File: src/rtl/gpi_input_filter.sv
// Per-channel debounced GPI input filter: 2-flop synchroniser, stability counter,
// registered level plus one-cycle rise/fall pulses. Channels are fully independent.

module gpi_filter_lane #(
  parameter int DEBOUNCE_CYCLES = 16
) (
  input  logic PCLK,
  input  logic PRESET,
  input  logic pin,
  input  logic bypass,
  output logic gpi,
  output logic rise,
  output logic fall
);
  localparam int CW = $clog2(DEBOUNCE_CYCLES + 1);
  localparam logic [CW-1:0] LAST = CW'(DEBOUNCE_CYCLES - 1);

  logic          r_s1, r_s2, r_gpi, r_rise, r_fall;
  logic [CW-1:0] r_cnt;
  logic [CW-1:0] w_cnt_nxt;
  logic          w_gpi_nxt;

  // A single matching sample (glitch) throws away all accumulated credit.
  always_comb begin
    w_cnt_nxt = r_cnt;
    w_gpi_nxt = r_gpi;
    if (bypass) begin
      w_cnt_nxt = '0;
      w_gpi_nxt = r_s2;
    end else if (r_s2 == r_gpi) begin
      w_cnt_nxt = '0;
    end else if (r_cnt == LAST) begin
      w_cnt_nxt = '0;
      w_gpi_nxt = r_s2;
    end else begin
      w_cnt_nxt = r_cnt + 1'b1;
    end
  end

  always_ff @(posedge PCLK or posedge PRESET) begin
    if (PRESET) begin
      r_s1   <= 1'b0;
      r_s2   <= 1'b0;
      r_cnt  <= '0;
      r_gpi  <= 1'b0;
      r_rise <= 1'b0;
      r_fall <= 1'b0;
    end else begin
      r_s1   <= pin;
      r_s2   <= r_s1;
      r_cnt  <= w_cnt_nxt;
      r_gpi  <= w_gpi_nxt;
      r_rise <= w_gpi_nxt & ~r_gpi;
      r_fall <= ~w_gpi_nxt & r_gpi;
    end
  end

  assign gpi  = r_gpi;
  assign rise = r_rise;
  assign fall = r_fall;
endmodule

module gpi_input_filter #(
  parameter int WIDTH           = 8,
  parameter int DEBOUNCE_CYCLES = 16
) (
  input  logic             PCLK,
  input  logic             PRESET,
  input  logic [WIDTH-1:0] pin_in,
  input  logic             bypass,
  output logic [WIDTH-1:0] gpi,
  output logic [WIDTH-1:0] rise,
  output logic [WIDTH-1:0] fall
);
  for (genvar i = 0; i < WIDTH; i++) begin : g_lane
    gpi_filter_lane #(.DEBOUNCE_CYCLES(DEBOUNCE_CYCLES)) u_lane (
      .PCLK   (PCLK),
      .PRESET (PRESET),
      .pin    (pin_in[i]),
      .bypass (bypass),
      .gpi    (gpi[i]),
      .rise   (rise[i]),
      .fall   (fall[i])
    );
  end
endmodule
File: config.mk
export PLATFORM = sky130hd
export DESIGN_NAME = gpi_input_filter
export DESIGN_NICKNAME = d
export VERILOG_FILES = /design/src/rtl/gpi_input_filter.sv
export SDC_FILE = /design/constraint.sdc
export NUM_CORES = 1
export LEC_CHECK = 0
export BUFFER_PORTS_ARGS = -buffer_cell sky130_fd_sc_hd__clkbuf_2
export CAP_MARGIN = 25
export CORE_MARGIN = 2
export CORE_UTILIZATION = 25
export DETAILED_ROUTE_END_ITERATION = 6
export GPL_TIMING_DRIVEN = 0
export HOLD_SLACK_MARGIN = 0.02
export PLACE_DENSITY = 0.39
export SLEW_MARGIN = 0
export SYNTH_ARGS = -nofsm -noshare
export SYNTH_HDL_FRONTEND = slang
export SYNTH_HIERARCHICAL = 1
export SYNTH_SLANG_ARGS = --single-unit
export TNS_END_PERCENT = 5
File: constraint.sdc
create_clock -name PCLK -period 1.4 [get_ports PCLK]
set_input_delay 0.14 -clock PCLK [delete_from_list [all_inputs] [get_ports PCLK]]
set_output_delay 0.14 -clock PCLK [all_outputs]
set_load 0.03 [all_outputs]
Yosys cells after proc, flatten, opt, wreduce, memory -nomap -nowiden
Index checks and enable logic that the tools add are counted.
{ "totals": {"rom_bits": 0, "elab_cells": 152, "mem_bits_rw": 0, "register_bits": 80, "n_memories": 0, "output_inout_bits": 24, "latchBits": 0} }
{ "op_classes": {"reduce_logical": 0, "n_div": 0, "add_sub_neg": 8, "mux": 48, "n_shift": 0, "multipliers": 0, "n_lt_le_gt_ge": 0, "bitwise": 32, "n_eq_ne": 16} }
{ "op_table": {"columns": ["op", "n"], "rows": [
  ["5-bit two-way mux", 24],
  ["5-bit by 1-bit adder with 5-bit output (second input constant)", 8],
  ["5-bit by 4-bit equality test with 1-bit output (second input constant)", 8],
  ["1-bit two-way mux", 24],
  ["1-bit AND", 16],
  ["1-bit inverter", 16],
  ["1-bit equality test", 8]
]} }

Logic depth before layout (Yosys ltp)
Gate-level depths: netlist of run 1.
{ "logic_depth": {"depth_word": 6, "depth_mapped": 4} }

By module
Netlist of run 1, hierarchy kept.
{ "by_module_without_submodules": {"columns": ["mod", "cells_per_inst", "instances", "area_per_inst_um2"], "rows": [
  ["gpi_filter_lane", 26, 8, 399.1]
]} }

Worst setup path after synthesis of run 1
Ideal clock, no wire load.
{ "synth_timing": {"kind": "reg-to-reg", "start": "register g_lane[0].u_lane.r_cnt[0]", "end": "register g_lane[0].u_lane.r_gpi", "path_stages_with_launch": 5, "setup_ns": 0.125, "arrival_time_ns": 1.111, "period_less_slack_ns": 1.237, "setup_slack_ns": 0.163, "required_ns": 1.275, "path_buffers": 0, "cell_sequence": "dfrtp_1 > ha_1 > nand3_2 > o21ba_4 > mux2_4"} }
{ "synth_via": {"elab_chain_cells": 4} }
{ "synth_rtl": {"columns": ["item", "line", "text"], "rows": [
  ["start: declaration", "19", "logic [CW-1:0] r_cnt;"],
  ["start signal: assignment", "51", "r_cnt <= w_cnt_nxt;"],
  ["5-bit by 4-bit equality test with 1-bit output", "32", "end else if (r_cnt == LAST) begin"],
  ["1-bit two-way mux", "32", null],
  ["1-bit two-way mux", "30", "end else if (r_s2 == r_gpi) begin"],
  ["1-bit two-way mux", "27", "if (bypass) begin"],
  ["net g_lane[0].u_lane.w_gpi_nxt", "21", "logic w_gpi_nxt;"],
  ["end signal: assignment", "52", "r_gpi <= w_gpi_nxt;"],
  ["end: declaration", "18", "logic r_s1, r_s2, r_gpi, r_rise, r_fall;"]
]} }
The timed path passes the listed nets, and every way through them passes these cells.

Final worst setup path of run 1
{ "layout_timing": {"start": "register g_lane[3].u_lane.r_cnt[0]", "end": "register g_lane[3].u_lane.r_gpi"} }
{ "layout_via": {"elab_chain_cells": 4} }
{ "layout_rtl": {"columns": ["item", "line"], "rows": [
  ["start: declaration", "19"],
  ["start signal: assignment", "51"],
  ["5-bit by 4-bit equality test with 1-bit output", "32"],
  ["1-bit two-way mux", "32"],
  ["1-bit two-way mux", "30"],
  ["1-bit two-way mux", "27"],
  ["net g_lane[3].u_lane.w_gpi_nxt", "21"],
  ["end signal: assignment", "52"],
  ["end: declaration", "18"]
]} }
The timed path passes the listed nets, and every way through them passes these cells.

==> impl_metrics.toml, run 1 <==
[timing]
rsz0062_at_grt = "no"
max_slew_margin = 0.707
report.final.slew_viol_count = 0
finalSetupViolCount = 0
setup_slack_ns = 0.0648
period_share = 0.954
tns_ns = 0
finalHoldViolCount = 0
fmax_mhz = 749
skew_ns = 0.00482
worst-slew-pin-transition_ns = 0.439
period_needed_ns = 1.34

[cells_and_area]
final_cells = 440
insertedDiodeCount = 0
layout.nets = 282
fin_area_mm2 = 0.00398
area_growth_pct = 24.7
layout-drive-gt1-share = 0.403

[drt]
avgViaCountPerCell = 4.11
drc = 0
via_count = 1808
wire_per_inst_um = 12.1
ant_nets = 0
drt_iter0_drc = 64
drt_pass1_iterations = 4
wirelength_mm = 5.32

[logic_synthesis]
ys_seq_elements = 80
yosysUniqueCellTypes = 14
synth_fp_nets = 227
seq_area_frac_synth = 0.627
yosys-top-cells-area = "dfrtp_1, xor2_1, o21ba_4, and3_2, mux2_4"
ys_warn_count = 6
synth_area_mm2 = 0.00319
synth-simple-area-share = 0.188
synth-adder-area-share = 0.0313
synth-compound-area-share = 0.0408
synthCells = 208
yosys.area.top_type_share = 0.627
synth_mux_area_frac = 0.0376
synth_top_family_by_area = "simple AND/OR/NAND/NOR gates"
synth_area_per_cell_um2 = 15.4
synth.largest_area_cell = "dfrtp_1"
synthXorXnorAreaFrac = 0.0658

[cts]
clk_latency_ns = 0.34
cts_tree = "yes"
cts.htree.levels = 3
root_buffer = "clkbuf_16"
cts.clk_slew.worst_paths_ns = 0.06
clock_path_buffers = 2
numCtsBuffers = 9
cts.sinks = 80

[placed_design]
place_congestion = 0.687
dp_cells = 414
dpl.hpwl_mm = 3.41
detailedPlace.worstSlack_ns = 0.0768
port_buffers = 34
placed_area_mm2 = 0.00358

[floorplanning]
start_util = 0.254
num_rows = 41
die_height_um = 117
dieArea_mm2 = 0.0137
pin_count = 35
core_area_mm2 = 0.0126
die_w_um = 117

[hold_path]
hold_class = "reg2reg"
hold_depth = 0

[global_route]
grt_max_degree = 25
grt_overflow_total = 0
grt_pass1_vias = 1855
grt_use_total = 0.0908
grt_pass1_wl_mm = 9.26
antenna_found_initial = 0

[critical_path]
crit_path_max_fanout = 6
r2r_cells = 4
required_ns = 1.63
arrival_ns = 1.56
crit_type = "reg2reg"
cp-start-kind = "register"
end_kind = "register"

[power]
ir_drop_mv = 0.458
p_per_area_mw_per_mm2 = 1340
power.total_mw = 5.33
power_leakage_nw = 2.02

[flow_run]
drv_cap = 0

[outcome]
status = "finished clean"
[path summary, 6_finish.rpt]
path	slack, ns	from	to
setup reg to reg	0.06	g_lane[3].u_lane/r_cnt[0]	g_lane[3].u_lane/gpi
setup / recovery	0.06	g_lane[3].u_lane/r_cnt[0]	g_lane[3].u_lane/gpi
hold / removal	0.35	g_lane[6].u_lane/r_s1	g_lane[6].u_lane/r_s2
hold reg to reg	0.35	g_lane[6].u_lane/r_s1	g_lane[6].u_lane/r_s2
max in group asynchronous	0.64	PRESET	g_lane[3].u_lane/fall
min in group asynchronous	0.46	PRESET	g_lane[0].u_lane/rise
[final cells by class]
cell class | instances | area, um^2
Fill cell | 1265 | 8590
Sequential cell | 80 | 2000
Multi-Input combinational cell | 120 | 1160
Clock buffer | 14 | 294
Timing Repair Buffer | 44 | 268
Tap cell | 172 | 215
Inverter | 8 | 30.0
Clock inverter | 2 | 10.0
[layer usage]
layer | routed length, um | track usage | part of all wire
met3 | 179 | 0.0278 | 0.034
met2 | 2260 | 0.122 | 0.43
met5 | 0 | 0 | 0
met4 | 176 | 0.0635 | 0.033
met1 | 2700 | 0.123 | 0.51
[stage by stage]
stage | util | hold WS (ns)
detailed placement | 0.285 | 0.250
finish | 0.317 | 0.347
global placement | 0.285 | 0.249
global route | 0.317 | 0.353
floorplan | - | -0.0198
CTS | 0.316 | 0.350
[cells in the mapped netlist]
library cell / count
and3b_1: 8
mux2_4: 8
nand3_1: 8
xor2_1: 16
nand3_2: 8
and3b_2: 8
and4b_2: 8
dfrtp_1: 80
o21ba_4: 8
xnor2_1: 8
and3_2: 16
ha_1: 8
inv_1: 8
nor3b_1: 16
[critical path, cell delays in order, from the launching register on]
cell     delay (ns)
dfrtp_1        0.40
ha_1           0.24
nand3_2        0.09
o21ba_4        0.18
mux2_4         0.30
[power breakdown]
group / total [mW] / switching (mW) / internal [mW]
logic: 0.477 / 0.273 / 0.204
clock network: 2.35 / 0.908 / 1.44
registers: 2.51 / 0.0859 / 2.43
total: 5.33 / 1.27 / 4.07
[cells by family after synthesis]
| kind of cell | after synthesis |
|---|---|
| DFF | 80 |
| and+or+nand+nor | 72 |
| xor gates and xnor gates | 24 |
| AOI/OAI and AO/OA | 8 |
| buffers and inverters | 8 |
| muxes | 8 |
| adders and majority gates | 8 |
[placed cells by master, fill, tap and decap left out, drive strengths merged]
master / netlist / layout
and3: 16 / 16
xnor2: 8 / 8
dfrtp: 80 / 80
and4b: 8 / 8
ha: 8 / 8
o21ba: 8 / 8
nand3: 16 / 16
nor3b: 16 / 16
clkbuf: 0 / 48
dlygate4sd3: 0 / 9
xor2: 16 / 16
and3b: 16 / 16
inv: 8 / 8
buf: 0 / 1
mux2: 8 / 8
clkinv: 0 / 2
[sequential cells by signal, summed over array words and instances (netlist names)]
| signal | flops |
|---|---|
| g_lane.u_lane/gpi | 8 |
| g_lane.u_lane/r_s2 | 8 |
| g_lane.u_lane/r_cnt | 40 |
| g_lane.u_lane/fall | 8 |
| g_lane.u_lane/r_s1 | 8 |
| g_lane.u_lane/rise | 8 |
[repair_timing]
item                                   CTS  global route
setup endpoints to repair                0             1
gates resized for setup                  0             1
hold buffers                             9             0
endpoints found under the hold margin   88             0
buffers inserted                         0             1
Power figures use the tool's default switching activity.
==> run 2, diff against run 1 <==
==> constraint.sdc (replaced) <==
create_clock -name PCLK -period 1.3 [get_ports PCLK]
set_input_delay 0.13 -clock PCLK [delete_from_list [all_inputs] [get_ports PCLK]]
set_output_delay 0.13 -clock PCLK [all_outputs]
set_load 0.03 [all_outputs]
==> run 2 against run 1 <==
Critical path depth unchanged; setup slack got worse by 0.063 ns; clock power increased by 8%; maximum frequency increased by 2.9%; largest cell class unchanged.
==> impl_metrics.toml, run 2 (synthesized netlist as in run 1, its figures left out) <==
[outcome]
status = "finished clean"

[timing]
skew_ns = 0.00499
report.final.slew_viol_count = 0
fmax_mhz = 770
max_slew_margin = 0.705
period_share = 0.999
period_needed_ns = 1.30
finalSetupViolCount = 0
rsz0062_at_grt = "yes"
tns_ns = 0
finalHoldViolCount = 0
worst-slew-pin-transition_ns = 0.443

[cts]
clock_path_buffers = 2
cts.htree.levels = 3
cts.clk_slew.worst_paths_ns = 0.06
root_buffer = "clkbuf_16"
numCtsBuffers = 9
cts.sinks = 80
cts_tree = "yes"
clk_latency_ns = 0.34

[placed_design]
dp_cells = 414
dpl.hpwl_mm = 3.41
place_congestion = 0.687
port_buffers = 34

[cells_and_area]
largest-register = "g_lane.u_lane/r_cnt"
area_growth_pct = 28.9
insertedDiodeCount = 0
final_cells = 446
largest_reg_flops = 40
mostFrequentLayoutCell = "dfrtp_1"
final_cell_mix = "dfrtp_1, clkbuf_2, xor2_1, and3_2, nor3b_1"
fin_util = 0.327
layout.nets = 288
layout-drive-gt1-share = 0.442

[global_route]
grt_pass1_wl_mm = 9.27
grt_overflow_total = 0
grt_max_degree = 25
antenna_found_initial = 0
grt_pass1_vias = 1862
grt_use_total = 0.0909

[power]
power_leakage_nw = 2.04
p_per_area_mw_per_mm2 = 1410
power.total_mw = 5.80
ir_drop_mv = 0.515

[drt]
wire_per_inst_um = 12.1
wirelength_mm = 5.40
avgViaCountPerCell = 4.13
drt_pass1_iterations = 4
ant_nets = 0
via_count = 1840
drc = 0
drt_iter0_drc = 64

[critical_path]
required_ns = 1.53
arrival_ns = 1.53
cp-start-kind = "register"
crit_type = "reg2reg"
crit_path_max_fanout = 6
end_kind = "register"

[floorplanning]
core_area_mm2 = 0.0126
dieArea_mm2 = 0.0137
die_w_um = 117
num_rows = 41
die_height_um = 117
pin_count = 35
start_util = 0.254

[flow_run]
drv_cap = 0

[hold_path]
hold_class = "reg2reg"
-- run 2: final cells by class --
| cell class | instances | area [um^2] |
|---|---|---|
| Inverter | 8 | 30.0 |
| Clock inverter | 2 | 10.0 |
| Sequential cell | 80 | 2000 |
| Timing Repair Buffer | 50 | 313 |
| Fill cell | 1252 | 8450 |
| Clock buffer | 14 | 294 |
| Tap cell | 172 | 215 |
| Multi-Input combinational cell | 120 | 1250 |
-- run 2: path summary, 6_finish.rpt --
kind | depth (start not counted) | to | slack (ns) | from
max | 4 | g_lane[3].u_lane/gpi | 0.002 | g_lane[3].u_lane/r_cnt[0]
min | 0 | g_lane[6].u_lane/r_s2 | 0.35 | g_lane[6].u_lane/r_s1
max reg2reg | 4 | g_lane[3].u_lane/gpi | 0.002 | g_lane[3].u_lane/r_cnt[0]
min reg2reg | 0 | g_lane[6].u_lane/r_s2 | 0.35 | g_lane[6].u_lane/r_s1
max in group asynchronous | 3 | g_lane[3].u_lane/fall | 0.55 | PRESET
min in group asynchronous | 3 | g_lane[0].u_lane/rise | 0.45 | PRESET
-- run 2: per-stage QoR --
stage               hold slack, ns  area, um^2  setup slack, ns
detailed placement           0.240        3580          -0.0232
global placement             0.239        3580          -0.0162
global route                 0.353        4120          -0.0423
CTS                          0.350        4010         -0.00354
floorplan                  -0.0298        3190           0.0635
finish                       0.347        4120          0.00190
-- run 2: critical path, cell delays in order, from the launching register on --
cell and delay (ns):
dfrtp_1 0.37, ha_2 0.20, nand3_2 0.09, o21ba_4 0.23, mux2_4 0.29
-- run 2: layer usage --
metal	vias to the layer above	share of wire	global-route usage
met1	943	0.50	0.123
met2	32	0.44	0.123
met3	12	0.035	0.0278
met5	-	0	0
li1	853	-	-
met4	0	0.033	0.0635
-- run 2: what timing repair did --
item | 4_1_cts | 5_1_grt
hold buffers | 9 | 0
pin swaps | 5 | 4
buffers inserted | 2 | 5
hold endpoints to repair | 88 | 0
setup endpoints to repair | 8 | 8
resized for setup | 8 | 7
-- run 2: power breakdown --
group / total [mW] / switching (mW) / leakage (nW) / internal, mW
clock: 2.53 / 0.978 / 0.155 / 1.55
combinational: 0.557 / 0.303 / 0.838 / 0.254
sequential: 2.72 / 0.107 / 1.05 / 2.61
total: 5.80 / 1.39 / 2.04 / 4.41
==> run 3, diff against run 2 <==
--- a/config.mk
+++ b/config.mk
@@ -5,6 +5,7 @@
 export SDC_FILE = /design/constraint.sdc
 export NUM_CORES = 1
 export LEC_CHECK = 0
+export ABC_AREA = 1
 export BUFFER_PORTS_ARGS = -buffer_cell sky130_fd_sc_hd__clkbuf_2
 export CAP_MARGIN = 25
 export CORE_MARGIN = 2
@@ -12,7 +13,7 @@
 export DETAILED_ROUTE_END_ITERATION = 6
 export GPL_TIMING_DRIVEN = 0
 export HOLD_SLACK_MARGIN = 0.02
-export PLACE_DENSITY = 0.39
+export PLACE_DENSITY = 0.38
 export SLEW_MARGIN = 0
 export SYNTH_ARGS = -nofsm -noshare
 export SYNTH_HDL_FRONTEND = slang
==> run 3 against run 2 <==
Critical path type unchanged; largest cell class unchanged; final area rose by 3.2%; largest power group unchanged; routed wire length up 15%; critical path depth rose by 2; highest routed layer unchanged.
==> impl_metrics.toml, run 3 <==
[power]
ir_drop_mv = 0.741
pwr-share-seq = 0.453
swShare = 0.260
p_sw_mw = 1.61
power.share.clock = 0.433
power_frac_comb = 0.115
p_per_area_mw_per_mm2 = 1460
power_leakage_nw = 2.19
p_int_mw = 4.57
power.total_mw = 6.18

[critical_path]
cpPeakStageDelay_ns = 0.39
worstPathCellList = "ha_1 -> nand3_1 -> nand2_1 -> nand3_1 -> nand2_1 -> inv_1"
arrival_ns = 1.38
cpMaxStageDelayCell = "dfrtp_1"
cp-start-kind = "register"
cp_top_family = "flip-flops"
crit_buf_inv = 1
crit_path_max_fanout = 4
end_kind = "register"
crit_type = "reg2reg"
required_ns = 1.53

[cells_and_area]
multi_input_area_mm2 = 0.00121
area_growth_pct = 23.0
layout-drive-gt1-share = 0.262
largest-register = "g_lane.u_lane/r_cnt"
layout.nets = 441
final-seq-area_mm2 = 0.00200
final_cell_mix = "nand2_1, dfrtp_1, nor2_1, inv_1, clkbuf_2"
insertedDiodeCount = 0
largest_reg_flops = 40
n_fill_cell = 1378

[logic_synthesis]
async_flop_share = 1.00
synthFlopType = "dfrtp_1"
ys_seq_elements = 80
synth_area_per_cell_um2 = 9.38
ys_warn_count = 6
seq_area_frac_synth = 0.580
yosys.area.top_type_share = 0.580
yosysUniqueCellTypes = 13
netlist_top_cells_count = "dfrtp_1, nand2_1, nor2_1"
synth_edf_count = 0
yosys-top-cells-area = "dfrtp_1, nand2_1, nand2_2, nor2_1, inv_1"
synthCells = 368
synth_area_mm2 = 0.00345
synth_fp_nets = 387
synth.largest_area_cell = "dfrtp_1"

[floorplanning]
die_w_um = 122
start_util = 0.259
num_rows = 42
core_area_mm2 = 0.0133
dieArea_mm2 = 0.0148
pin_count = 35
die_height_um = 122

[flow_run]
drv_cap = 0

[cts]
clk_latency_ns = 0.33
post_cts_buffers = 0
numCtsBuffers = 9
ctsResizeCount = 0
cts.sinks = 80
cts.htree.levels = 3
ctsHoldBuffers = 9
cts.clk_slew.worst_paths_ns = 0.06
cts_tree = "yes"
clock_path_buffers = 2
root_buffer = "clkbuf_16"

[hold_path]
hold_class = "reg2reg"

[timing]
worst-slew-pin-transition_ns = 0.402
max_slew_margin = 0.732
tns_ns = 0
rsz0062_at_grt = "no"
period_share = 0.878
report.final.slew_viol_count = 0
finalHoldViolCount = 0
finalSetupViolCount = 0
fmax_mhz = 876
skew_ns = 0.00463
period_needed_ns = 1.14

[drt]
drc = 0
via_count = 2366
wirelength_mm = 6.19
avgViaCountPerCell = 3.92
drt_iter0_drc = 97
ant_nets = 0
drt_pass1_iterations = 4
wire_per_inst_um = 10.3

[global_route]
grt_max_degree = 14
grt_overflow_total = 0
grt_pass1_wl_mm = 10.6
grt_pass1_vias = 2311
grt_use_total = 0.0950
antenna_found_initial = 0

[placed_design]
place_congestion = 0.736
port_buffers = 34
dpl.hpwl_mm = 4.49

[outcome]
status = "finished clean"
==> run 3: changes by cell type after synthesis, moves of 16 or more <==
cell     previous run  this run
and3_2             16         0
inv_1               8        40
inv_2               0        16
nand2_1             0        80
nand2_2             0        32
nand3_1             8        24
nor2_1              0        48
nor3b_1            16         0
xor2_1             16         0
==> run 3: power groups by stage <==
stage | clock, mW | sequential [mW] | combinational [mW]
after global placement | 0 | 2.84 | 0.702
final | 2.67 | 2.80 | 0.709
after global routing | 2.91 | 2.83 | 0.816
after detailed placement | 0 | 2.84 | 0.704
after floorplan | 0 | 2.92 | 0.434
after CTS | 2.80 | 2.80 | 0.728
==> run 3: path summary, 6_finish.rpt <==
path	depth (start not counted)	startpoint	endpoint	slack, ns
max	6	g_lane[2].u_lane/r_cnt[0]	g_lane[2].u_lane/gpi	0.16
min	0	g_lane[7].u_lane/r_s1	g_lane[7].u_lane/r_s2	0.35
max reg2reg	6	g_lane[2].u_lane/r_cnt[0]	g_lane[2].u_lane/gpi	0.16
min reg2reg	0	g_lane[7].u_lane/r_s1	g_lane[7].u_lane/r_s2	0.35
max in group asynchronous	3	PRESET	g_lane[4].u_lane/r_cnt[3]	0.54
min in group asynchronous	3	PRESET	g_lane[3].u_lane/r_cnt[3]	0.46
==> run 3: worst reg2reg max path: stages (launching register included) <==
cell and delay (ns):
dfrtp_1 0.39, ha_1 0.24, nand3_1 0.10, nand2_1 0.08, nand3_1 0.10, nand2_1 0.09, inv_1 0.04
==> run 3: kinds of logic (layout without fill, tap and decap cells) <==
kind of cell             count (synthesis)  in the layout  synth area share
adder cells (fa/ha/maj)                  8              8            0.0290
buffers and inverters                   64            123            0.0696
flip-flops                              80             80             0.580
AND/OR/NAND/NOR                        216            216             0.322
==> run 3: layer usage <==
layer | global-route usage | share of wire
met5 | 0 | 0
met4 | 0.0409 | 0.020
met3 | 0.0398 | 0.047
met2 | 0.146 | 0.45
met1 | 0.117 | 0.48
==> run 3: through the flow <==
stage,instance area (um^2),util,cells,hold slack [ns],setup WS (ns)
after global routing,4250,0.318,603,0.351,0.0353
after CTS,4250,0.318,603,0.351,0.126
final,4250,0.318,603,0.346,0.159
after detailed placement,3840,0.288,578,0.241,0.169
after floorplan,3450,-,368,-0.0298,0.252
after global placement,3840,0.288,578,0.240,0.189
==> run 3: final cells by class <==
| cell class | count | share of cell area |
|---|---|---|
| Sequential cell | 80 | 0.471 |
| Multi-Input combinational cell | 224 | 0.285 |
| Timing Repair Buffer | 43 | 0.0613 |
| Inverter | 64 | 0.0566 |
| Clock buffer | 11 | 0.0548 |
| Tap cell | 176 | 0.0518 |
| Clock inverter | 5 | 0.0191 |
